==> src/rtl/truth_table_sweeper.sv <==
// Exhaustive clocked stimulus/check engine for an N_IN-input, single-output combinational block.
// Define SWEEP_GRAY_EN to sweep in Gray-code order instead of binary order.
module truth_table_sweeper #(
  parameter int                   N_IN        = 4,
  parameter int                   HOLD_CYCLES = 1,
  parameter logic [(1<<N_IN)-1:0] EXPECT      = 16'h8000
) (
  input  logic            clk,
  input  logic            rst,
  input  logic            start,
  input  logic            abort,
  input  logic            dut_y,
  output logic [N_IN-1:0] vec_out,
  output logic            busy,
  output logic            done,
  output logic            pass,
  output logic [N_IN:0]   err_count,
  output logic [N_IN-1:0] first_err_vec
);

  localparam logic [1:0] S_IDLE  = 2'd0;
  localparam logic [1:0] S_APPLY = 2'd1;
  localparam logic [1:0] S_DONE  = 2'd2;
  localparam logic [7:0] HOLD_LAST = 8'(HOLD_CYCLES);

  logic [1:0]      state_q, state_d;
  logic [N_IN:0]   idx_q, idx_d;
  logic [7:0]      hold_q, hold_d;
  logic [N_IN-1:0] vec_q, vec_d;
  logic            busy_q, busy_d;
  logic            done_q, done_d;
  logic [N_IN:0]   err_q, err_d;
  logic [N_IN-1:0] first_q, first_d;

  logic [N_IN:0]   idx_inc;
  logic [N_IN-1:0] vec_inc;
  logic            mismatch;

  // The spare top index bit flags the step past the last vector instead of wrapping to 0.
  assign idx_inc = idx_q + 1'b1;

  for (genvar gi = 0; gi < N_IN; gi++) begin : g_map
`ifdef SWEEP_GRAY_EN
    assign vec_inc[gi] = idx_inc[gi] ^ idx_inc[gi+1];
`else
    assign vec_inc[gi] = idx_inc[gi];
`endif
  end

  assign mismatch = (dut_y != EXPECT[vec_q]);

  always_comb begin
    state_d = state_q;
    idx_d   = idx_q;
    hold_d  = hold_q;
    vec_d   = vec_q;
    busy_d  = busy_q;
    done_d  = done_q;
    err_d   = err_q;
    first_d = first_q;
    case (state_q)
      S_IDLE, S_DONE: begin
        if (start) begin
          state_d = S_APPLY;
          idx_d   = '0;
          hold_d  = '0;
          vec_d   = '0;
          busy_d  = 1'b1;
          done_d  = 1'b0;
          err_d   = '0;
          first_d = '0;
        end
      end
      S_APPLY: begin
        if (abort) begin
          // Partial error results are deliberately kept for post-mortem.
          state_d = S_IDLE;
          idx_d   = '0;
          hold_d  = '0;
          vec_d   = '0;
          busy_d  = 1'b0;
          done_d  = 1'b0;
        end else if (hold_q != HOLD_LAST) begin
          hold_d = hold_q + 8'd1;
        end else begin
          if (mismatch) begin
            err_d = err_q + 1'b1;
            if (err_q == '0) first_d = vec_q;
          end
          if (idx_inc[N_IN]) begin
            state_d = S_DONE;
            busy_d  = 1'b0;
            done_d  = 1'b1;
          end else begin
            idx_d  = idx_inc;
            vec_d  = vec_inc;
            hold_d = '0;
          end
        end
      end
      default: begin
        state_d = S_IDLE;
        busy_d  = 1'b0;
        done_d  = 1'b0;
      end
    endcase
  end

  always_ff @(posedge clk) begin
    if (rst) begin
      state_q <= S_IDLE;
      idx_q   <= '0;
      hold_q  <= '0;
      vec_q   <= '0;
      busy_q  <= 1'b0;
      done_q  <= 1'b0;
      err_q   <= '0;
      first_q <= '0;
    end else begin
      state_q <= state_d;
      idx_q   <= idx_d;
      hold_q  <= hold_d;
      vec_q   <= vec_d;
      busy_q  <= busy_d;
      done_q  <= done_d;
      err_q   <= err_d;
      first_q <= first_d;
    end
  end

  assign vec_out       = vec_q;
  assign busy          = busy_q;
  assign done          = done_q;
  assign pass          = done_q && (err_q == '0);
  assign err_count     = err_q;
  assign first_err_vec = first_q;

endmodule

==> config.mk <==
export PLATFORM = sky130hd
export DESIGN_NAME = truth_table_sweeper
export DESIGN_NICKNAME = d
export VERILOG_FILES = /design/src/rtl/truth_table_sweeper.sv
export SDC_FILE = /design/constraint.sdc
export NUM_CORES = 1
export LEC_CHECK = 0
export ABC_AREA = 1
export BUFFER_PORTS_ARGS = -buffer_cell sky130_fd_sc_hd__buf_4
export CAP_MARGIN = 25
export CORE_MARGIN = 2
export CORE_UTILIZATION = 45
export CTS_CLUSTER_SIZE = 24
export DETAILED_ROUTE_END_ITERATION = 10
export PLACE_DENSITY = 0.68
export SLEW_MARGIN = 40
export SYNTH_ARGS = -nofsm -noshare
export SYNTH_HDL_FRONTEND = slang
export SYNTH_SLANG_ARGS = --single-unit
==> constraint.sdc <==
create_clock -name clk -period 1.6 [get_ports clk]
set_clock_uncertainty 0.2 [all_clocks]
set_input_delay 0.32 -clock clk [delete_from_list [all_inputs] [get_ports clk]]
set_output_delay 0.32 -clock clk [all_outputs]
set_load 0.01 [all_outputs]
==> results_dict.tcl, run 1 <==
set metrics [dict create \
    p_per_area_mw_per_mm2 643 \
    drt_first_pass_iters 4 \
    dpl-instance-area_sq_mm 0.00167 \
    combPwrFrac_pct 29.9 \
    clk_transition_reported_paths_ps 150 \
    core_sq_mm 0.00300 \
    layout-drive-gt1-share_pct 56.3 \
    root_buffer "clkbuf_4" \
    grt_busiest_layer "met2" \
    start_util_pct 46.3 \
    slew_violations 0 \
    drv_cap 0 \
    place_congestion 0.901 \
    worst_ir_drop_vdd_v 0.000483 \
    grt_overflow 0 \
    die_h_um 59.6 \
    clock_path_buffers 2 \
    rr_endpoint "err_count[2]$_SDFFE_PP0P_" \
    grt_usage_pct 21.5 \
    critical_path_required_ps 1080 \
    r2r-start "hold_q[1]$_SDFFE_PP0P_" \
    start_kind "flip-flop" \
    crit_type "reg -> out" \
    hold_class "in -> reg" \
    synth_seq_cells 25 \
    syn_inst 189 \
    syn_to_final_growth_pct 52.8 \
    hold_buffers 0 \
    min-delay-start "rst" \
    row_count 20 \
    design_area_sq_mm 0.00212 \
    met2_usage_pct 36.4 \
    fin_ws_ps -112 \
    io_pins 21 \
    syn_area_sq_mm 0.00139 \
    grt_pass1_wl_um 5840 \
    io_buffer_count 20 \
    timing.fmax_ghz 0.584 \
    grtUsageMet1_pct 28.5 \
    drc 0 \
    r2r_cells 10 \
    failed_checks "negative setup slack" \
    cts_inserted_buffers 3 \
    seq_area_frac_synth_pct 36.0 \
    antenna_found_initial 0 \
    met3_usage_pct 1.97 \
    nNetsFinal 249 \
    cts_tree "done" \
    synth_top_area_share_pct 36.0 \
    pre_cts_ws_ps -89.0 \
    synth-edff-count 0 \
    p_seq_share_pct 48.1 \
    synth.area.top_cells "dfxtp_1 36%, nand2_1 9.7%, a21oi_1 6.5%" \
    grt_max_degree 15 \
    power_switching_uw 455 \
    syn_avg_cell_area_sq_um 7.35 \
    ant_nets 0 \
    fin_crit_ps 1710 \
    viasPerCell 5.40 \
    ff2ff_setup_slack_ps -80 \
    rsz0062_at_grt "yes" \
    clkPwrFrac_pct 22.0 \
    ys.flop_type "dfxtp_1" \
    synthArstFlopShare_pct 0 \
    tightest_slew_ps 333 \
    routedWlPerCell_um 14.9 \
    mostFrequentLayoutCells "37 x buf_4, 30 x nand2_1, 14 x inv_1, 14 x dfxtp_1, 12 x inv_2" \
    max_slew_margin_pct 77.6 \
    synthDistinctLibCells 28 \
    whs_path_depth 2 \
    min_to "hold_q[1]$_SDFFE_PP0P_" \
    wirelength_um 4050 \
    final_common_cell "buf_4" \
    syn_nets 199 \
    synth_top_area_cell "dfxtp_1" \
    drt_iter0_markers 83 \
    timing_hold_violations_final 0 \
    setup-tns-final_ps -468 \
    fill_cells 219 \
    vias 1463 \
    leakagePower_uw 0.000872 \
    timing.final.crit_share_pct 107 \
    clk_latency_ps 330 \
    yosys_warnings 0 \
    path_max_fanout 2 \
    finalSetupViolCount 12 \
    cts_sinks 25 \
    die_area_sq_mm 0.00355 \
    power.share.switching_pct 33.3 \
    htree_levels 1 \
    intPower_uw 910 \
    cp-end-kind "primary output" \
    die_width_um 59.6 \
    insertedDiodeCount 0 \
    outcome "finished, violations left" \
    cp_data_arrival_time_ps 1190 \
    dp_hpwl_um 2580 \
    grt_pass1_vias 1325 \
]
power by group through the flow:
| stage | Combinational (uW) | Sequential (uW) | Clock [uW] |
|---|---|---|---|
| after floorplan | 165 | 680 | 0 |
| after global placement | 269 | 668 | 0 |
| after detailed placement | 278 | 670 | 0 |
| after CTS | 329 | 658 | 296 |
| after global routing | 435 | 659 | 336 |
| final | 409 | 656 | 300 |
cell families after synthesis:
| group | count (synthesis) | synth area share, % |
|---|---|---|
| buffers and inverters | 33 | 9.90 |
| flip-flops | 25 | 36.0 |
| AO/OA/AOI/OAI | 33 | 13.3 |
| AND/OR/NAND/NOR | 90 | 34.4 |
| XOR/XNOR | 3 | 1.89 |
| adder cells (fa/ha/maj) | 5 | 4.50 |
worst max-delay path: stages, from the launching register on:
cell and delay (ps):
dfxtp_2 350, inv_2 80, ha_4 140, nand3_4 90, nor2_4 100, buf_6 110
sequential cells by signal, indices dropped and copies added (netlist names), named ones only:
name / cells
idx_q: 4
hold_q: 8
err_count: 5
busy: 1
first_err_vec: 4
done: 1
state_q: 1
synth_stat cells, drive strengths merged, types with 3 or more instances:
cell / n
ha: 5
a21oi: 18
o21ai: 13
nand2: 42
inv: 30
dfxtp: 25
xor2: 3
nand4: 6
nand3: 16
nor2: 21
timing repair:
| item | in CTS | in global routing |
|---|---|---|
| endpoints found under the setup margin | 19 | 25 |
| resized for setup | 26 | 65 |
| buffers inserted | 8 | 7 |
| cloned | 1 | 0 |
| pin swaps | 12 | 28 |
cell type report:
type / count / area (sq um) / area share [%]
Clock buffer: 3 / 22.5 / 1.06
Inverter: 30 / 125 / 5.89
Multi-Input combinational cell: 132 / 1020 / 47.8
Sequential cell: 25 / 524 / 24.7
Tap cell: 33 / 41.3 / 1.94
Clock inverter: 1 / 5.00 / 0.236
Timing Repair Buffer: 47 / 390 / 18.4
worst max-delay path by stage:
stage	slack [ps]	endpoint	start
floorplan	30	hold_q[4]$_SDFFE_PP0P_	idx_q[0]$_SDFFE_PP0N_
global placement	-30	hold_q[4]$_SDFFE_PP0P_	hold_q[1]$_SDFFE_PP0P_
detailed placement	-90	hold_q[2]$_SDFFE_PP0P_	hold_q[1]$_SDFFE_PP0P_
CTS	-130	pass	err_count[1]$_SDFFE_PP0P_
global route	-180	pass	err_count[0]$_SDFFE_PP0P_
finish	-110	pass	err_count[0]$_SDFFE_PP0P_
per-stage QoR:
step           hold slack, ps  instances  total power [uW]  utilization, %
6_report                 93.7        271              1370            70.8
2_1_floorplan             189        189               845               -
4_1_cts                  82.3        266              1280            61.6
3_5_place_dp              264        253               947            55.5
5_1_grt                  75.7        271              1430            70.8
3_3_place_gp              255        253               937            55.5
per-layer routing:
| metal | vias to the layer above | wire (um) |
|---|---|---|
| met2 | 35 | 2100 |
| met4 | 0 | 81 |
| met1 | 710 | 1730 |
| li1 | 709 | - |
| met5 | - | 0 |
| met3 | 9 | 126 |
Note: power is estimated with default switching activity, not from simulation.
==> run 2: changes to the inputs <==
--- a/config.mk
+++ b/config.mk
@@ -9,10 +9,10 @@
 export BUFFER_PORTS_ARGS = -buffer_cell sky130_fd_sc_hd__buf_4
 export CAP_MARGIN = 25
 export CORE_MARGIN = 2
-export CORE_UTILIZATION = 45
+export CORE_UTILIZATION = 50
 export CTS_CLUSTER_SIZE = 24
 export DETAILED_ROUTE_END_ITERATION = 10
-export PLACE_DENSITY = 0.68
+export PLACE_DENSITY = 0.74
 export SLEW_MARGIN = 40
 export SYNTH_ARGS = -nofsm -noshare
 export SYNTH_HDL_FRONTEND = slang
==> results_dict.tcl, run 2 (synthesis gave the netlist of run 1 again) <==
set metrics [dict create \
    top_register "hold_q" \
    core_sq_mm 0.00269 \
    min-delay-start "rst" \
    cp-end-kind "primary output" \
    clk_transition_reported_paths_ps 140 \
    r2r-start "hold_q[7]$_SDFFE_PP0P_" \
    place_congestion 0.906 \
    setup-tns-final_ps -264 \
    p_per_area_mw_per_mm2 633 \
    startpoint "err_count[1]$_SDFFE_PP0P_" \
    fin_crit_ps 1690 \
    timing.final.crit_share_pct 106 \
    fin_ws_ps -90.6 \
    tightest_slew_ps 464 \
    rsz0062_at_grt "yes" \
    cts_sinks 25 \
    drt_first_pass_iters 4 \
    io_pins 21 \
    cts_tree "done" \
    start_util_pct 51.7 \
    worst_ir_drop_vdd_v 0.000620 \
    die_area_sq_mm 0.00322 \
    timing_hold_violations_final 0 \
    die_h_um 56.7 \
    slew_violations 0 \
    grt_pass1_wl_um 6320 \
    layout-drive-gt1-share_pct 57.6 \
    outcome "finished, violations left" \
    viasPerCell 5.58 \
    leakagePower_uw 0.000873 \
    r2r_cells 8 \
    clk_latency_ps 320 \
    hold_class "in -> reg" \
    grt_pass1_vias 1469 \
    wirelength_um 4090 \
    grt_overflow 0 \
    drt_iter0_markers 50 \
    syn_to_final_growth_pct 52.5 \
    path_max_fanout 2 \
    final_common_cell "buf_4" \
    largest_reg_flops 8 \
    antenna_found_initial 0 \
    mostFrequentLayoutCells "41 x buf_4, 28 x nand2_1, 15 x inv_1, 14 x dfxtp_1, 13 x inv_2" \
    clock_path_buffers 2 \
    failed_checks "negative setup slack" \
    vias 1501 \
    whs_path_depth 2 \
    max_slew_margin_pct 68.8 \
    ant_nets 0 \
    crit_type "reg -> out" \
    cp_data_arrival_time_ps 1170 \
    io_buffer_count 20 \
    htree_levels 1 \
    row_count 19 \
    timing.fmax_ghz 0.592 \
    die_width_um 56.7 \
    routedWlPerCell_um 15.2 \
    finalSetupViolCount 10 \
    drv_cap 0 \
    multi_input_area_sq_mm 0.00104 \
    grt_max_degree 15 \
    root_buffer "clkbuf_4" \
    start_kind "flip-flop" \
    nNetsFinal 249 \
    cts_inserted_buffers 3 \
    drc 0 \
    dp_hpwl_um 2610 \
    critical_path_required_ps 1080 \
    insertedDiodeCount 0 \
    pre_cts_ws_ps -140 \
    grt_usage_pct 25.2 \
    fill_cells 181 \
    ff_latch_area_sq_um 519 \
]
[run 2: routing by layer]
metal  track usage (%)  share of wire (%)  vias to the layer above
met2              45.5                 54                       61
met4              13.9                3.4                        0
met3              3.69                6.0                       17
met5                 0                  0                        -
li1                  -                  -                      710
met1              27.7                 37                      713
[run 2: final cells by class]
| type | instances | area share (%) |
|---|---|---|
| multi-input combinational | 133 | 49.1 |
| sequential | 25 | 24.5 |
| timing repair buffer | 46 | 17.6 |
| inverter | 30 | 5.67 |
| tap | 31 | 1.83 |
| clock buffer | 3 | 1.06 |
| clock inverter | 1 | 0.236 |
[run 2: path summary, 6_finish.rpt]
path / to / slack [ps]
min: err_count[4]$_SDFFE_PP0P_ / 100
max: pass / -90
max reg2reg: err_count[0]$_SDFFE_PP0P_ / -40
min reg2reg: busy$_SDFFE_PP0P_ / 280
[run 2: timing repair]
action	4_1_cts	5_1_grt
endpoints found under the setup margin	22	24
pin swaps	15	19
resized for setup	33	53
gates cloned	2	0
buffers inserted	4	4
hold buffers	0	0
[run 2: metrics by stage]
stage                     area (sq um)  power (uW)  util, %  cells  hold slack [ps]
after floorplan                   1390         845        -    189              189
after global placement            1710         938     63.8    256              253
after detailed placement          1710         948     63.8    256              258
after CTS                         1900        1280     70.8    266             87.2
after global routing              2120        1400     78.9    269             96.6
final                             2120        1340     78.9    269             96.1
[run 2: where the power goes]
part	leakage, uW	switching (uW)	internal (uW)	total [uW]
Sequential	0.000208	18.4	641	659
Clock	0.0000177	190	93.8	284
Combinational	0.000647	234	164	397
[run 2: critical path: stages (launching register included)]
cell and delay, ps:
dfxtp_2 360, inv_2 80, ha_4 140, nand3_4 70, nor2_4 100, buf_6 100
==> run 3: changes to the inputs <==
--- a/config.mk
+++ b/config.mk
@@ -8,12 +8,14 @@
 export ABC_AREA = 1
 export BUFFER_PORTS_ARGS = -buffer_cell sky130_fd_sc_hd__buf_4
 export CAP_MARGIN = 25
+export CELL_PAD_IN_SITES_DETAIL_PLACEMENT = 0
+export CELL_PAD_IN_SITES_GLOBAL_PLACEMENT = 2
 export CORE_MARGIN = 2
-export CORE_UTILIZATION = 50
+export CORE_UTILIZATION = 28
 export CTS_CLUSTER_SIZE = 24
 export DETAILED_ROUTE_END_ITERATION = 10
-export PLACE_DENSITY = 0.74
-export SLEW_MARGIN = 40
+export PLACE_DENSITY_LB_ADDON = 0.1
+export SLEW_MARGIN = 20
 export SYNTH_ARGS = -nofsm -noshare
 export SYNTH_HDL_FRONTEND = slang
 export SYNTH_SLANG_ARGS = --single-unit
==> results_dict.tcl, run 3 (synthesis gave the netlist of run 1 again) <==
set metrics [dict create \
    vias 1397 \
    fin_ws_ps -36.4 \
    wirelength_um 3950 \
    max_stage_delay_ps 340 \
    drt_first_pass_iters 4 \
    finalSetupViolCount 5 \
    ff_latch_area_sq_um 514 \
    outcome "finished, violations left" \
    cp_slowest_cell "dfxtp_2" \
    grt_usage_pct 14.4 \
    antenna_found_initial 0 \
    dpl-instance-area_sq_mm 0.00179 \
    hold_class "in -> reg" \
    syn_to_final_growth_pct 55.3 \
    io_pins 21 \
    row_count 25 \
    cts_inserted_buffers 3 \
    routedWlPerCell_um 12.8 \
    core_sq_mm 0.00475 \
    final_common_cell "buf_4" \
    die_width_um 74.5 \
    mostFrequentLayoutCells "44 x buf_4, 27 x nand2_1, 16 x inv_1, 16 x dfxtp_1, 14 x a21oi_1" \
    drv_cap 0 \
    grt_max_degree 16 \
    cts_tree "done" \
    crit_type "reg -> reg" \
    multi_input_area_sq_um 980 \
    largest_reg_flops 8 \
    worstPathCellList "inv_2 > ha_4 > nand2_4 > nor2_4 > nand2_4 > o21ai_4 > buf_6 > nand3_1 > nand2_1 > nor2_1" \
    viasPerCell 4.54 \
    insertedDiodeCount 0 \
    setup-tns-final_ps -77.3 \
    fill_cells 499 \
    cp-end-kind "flip-flop" \
    die_area_sq_mm 0.00554 \
    critical_path_required_ps 1580 \
    rsz0062_at_grt "yes" \
    design_area_sq_mm 0.00216 \
    timing.final.crit_share_pct 102 \
    root_buffer "clkbuf_8" \
    grt_pass1_wl_um 6140 \
    tightest_slew_ps 276 \
    start_kind "flip-flop" \
    drt_iter0_markers 39 \
    cp_data_arrival_time_ps 1610 \
    max_slew_margin_pct 81.6 \
    start_util_pct 29.2 \
    slew_violations 0 \
    crit_top_cell "nand2_4" \
    nNetsFinal 252 \
    io_buffer_count 20 \
    cts_sinks 25 \
    htree_levels 1 \
    fin_crit_ps 1640 \
    leakagePower_uw 0.000904 \
    hold_buffers 0 \
    clk_transition_reported_paths_ps 100 \
    drc 0 \
    timing_hold_violations_final 0 \
    p_per_area_mw_per_mm2 669 \
    clock_path_buffers 2 \
    failed_checks "negative setup slack" \
    place_congestion 0.739 \
    timing.fmax_ghz 0.611 \
    ant_nets 0 \
    top_register "hold_q" \
    grt_pass1_vias 1293 \
    dp_hpwl_um 2850 \
    layout-drive-gt1-share_pct 51.9 \
    die_h_um 74.5 \
    worst_ir_drop_vdd_v 0.000324 \
    grt_overflow 0 \
    path_max_fanout 8 \
    clk_latency_ps 270 \
]
## run 3: area by class of cell
type	instances	share of cell area [%]
multi-input combinational	132	45.4
sequential	25	23.8
timing repair buffer	50	18.8
inverter	30	5.80
tap	67	3.88
clock buffer	3	1.91
clock inverter	1	0.348
## run 3: power breakdown
| group | switching [uW] | internal [uW] |
|---|---|---|
| clock | 222 | 177 |
| combinational | 218 | 166 |
| sequential | 18.8 | 642 |
## run 3: worst paths after layout
| kind | from | cells past startpoint | end | slack, ps |
|---|---|---|---|---|
| worst min register to register | hold_q[7]$_SDFFE_PP0P_ | 2 | hold_q[7]$_SDFFE_PP0P_ | 270 |
| worst min-delay path | rst | 2 | done$_SDFFE_PP0P_ | 150 |
| worst max-delay path | hold_q[1]$_SDFFE_PP0P_ | 10 | err_count[3]$_SDFFE_PP0P_ | -40 |
| worst max register to register | hold_q[1]$_SDFFE_PP0P_ | 10 | err_count[3]$_SDFFE_PP0P_ | -40 |
## run 3: what timing repair did
item | CTS | global route
gates cloned | 0 | 1
gates resized for setup | 34 | 39
pin swaps | 17 | 17
endpoints found under the setup margin | 20 | 22
buffers inserted | 4 | 3
## run 3: critical path, delay by kind of cell, from the launching register on
family          cells  cell delay [ps]
simple gates        6              390
flops               1              340
compound gates      1              250
buf+inv             2              230
fa+ha+maj           1              130
## run 3: per-stage QoR
| stage | total power (uW) | hold WS (ps) | setup slack [ps] | cells | util, % |
|---|---|---|---|---|---|
| after floorplan | 845 | 189 | 31.5 | 189 | - |
| after global placement | 954 | 254 | -109 | 296 | 37.6 |
| after detailed placement | 956 | 261 | -131 | 296 | 37.6 |
| after CTS | 1410 | 152 | -75.1 | 304 | 41.5 |
| after global routing | 1530 | 158 | -104 | 308 | 45.4 |
| final | 1440 | 146 | -36.4 | 308 | 45.4 |
## run 3: layer usage
metal  track usage [%]  part of all wire [%]
met1              20.1                    46
met3              2.03                   2.0
met5                 0                     0
met2              23.6                    51
met4              3.57                  0.79
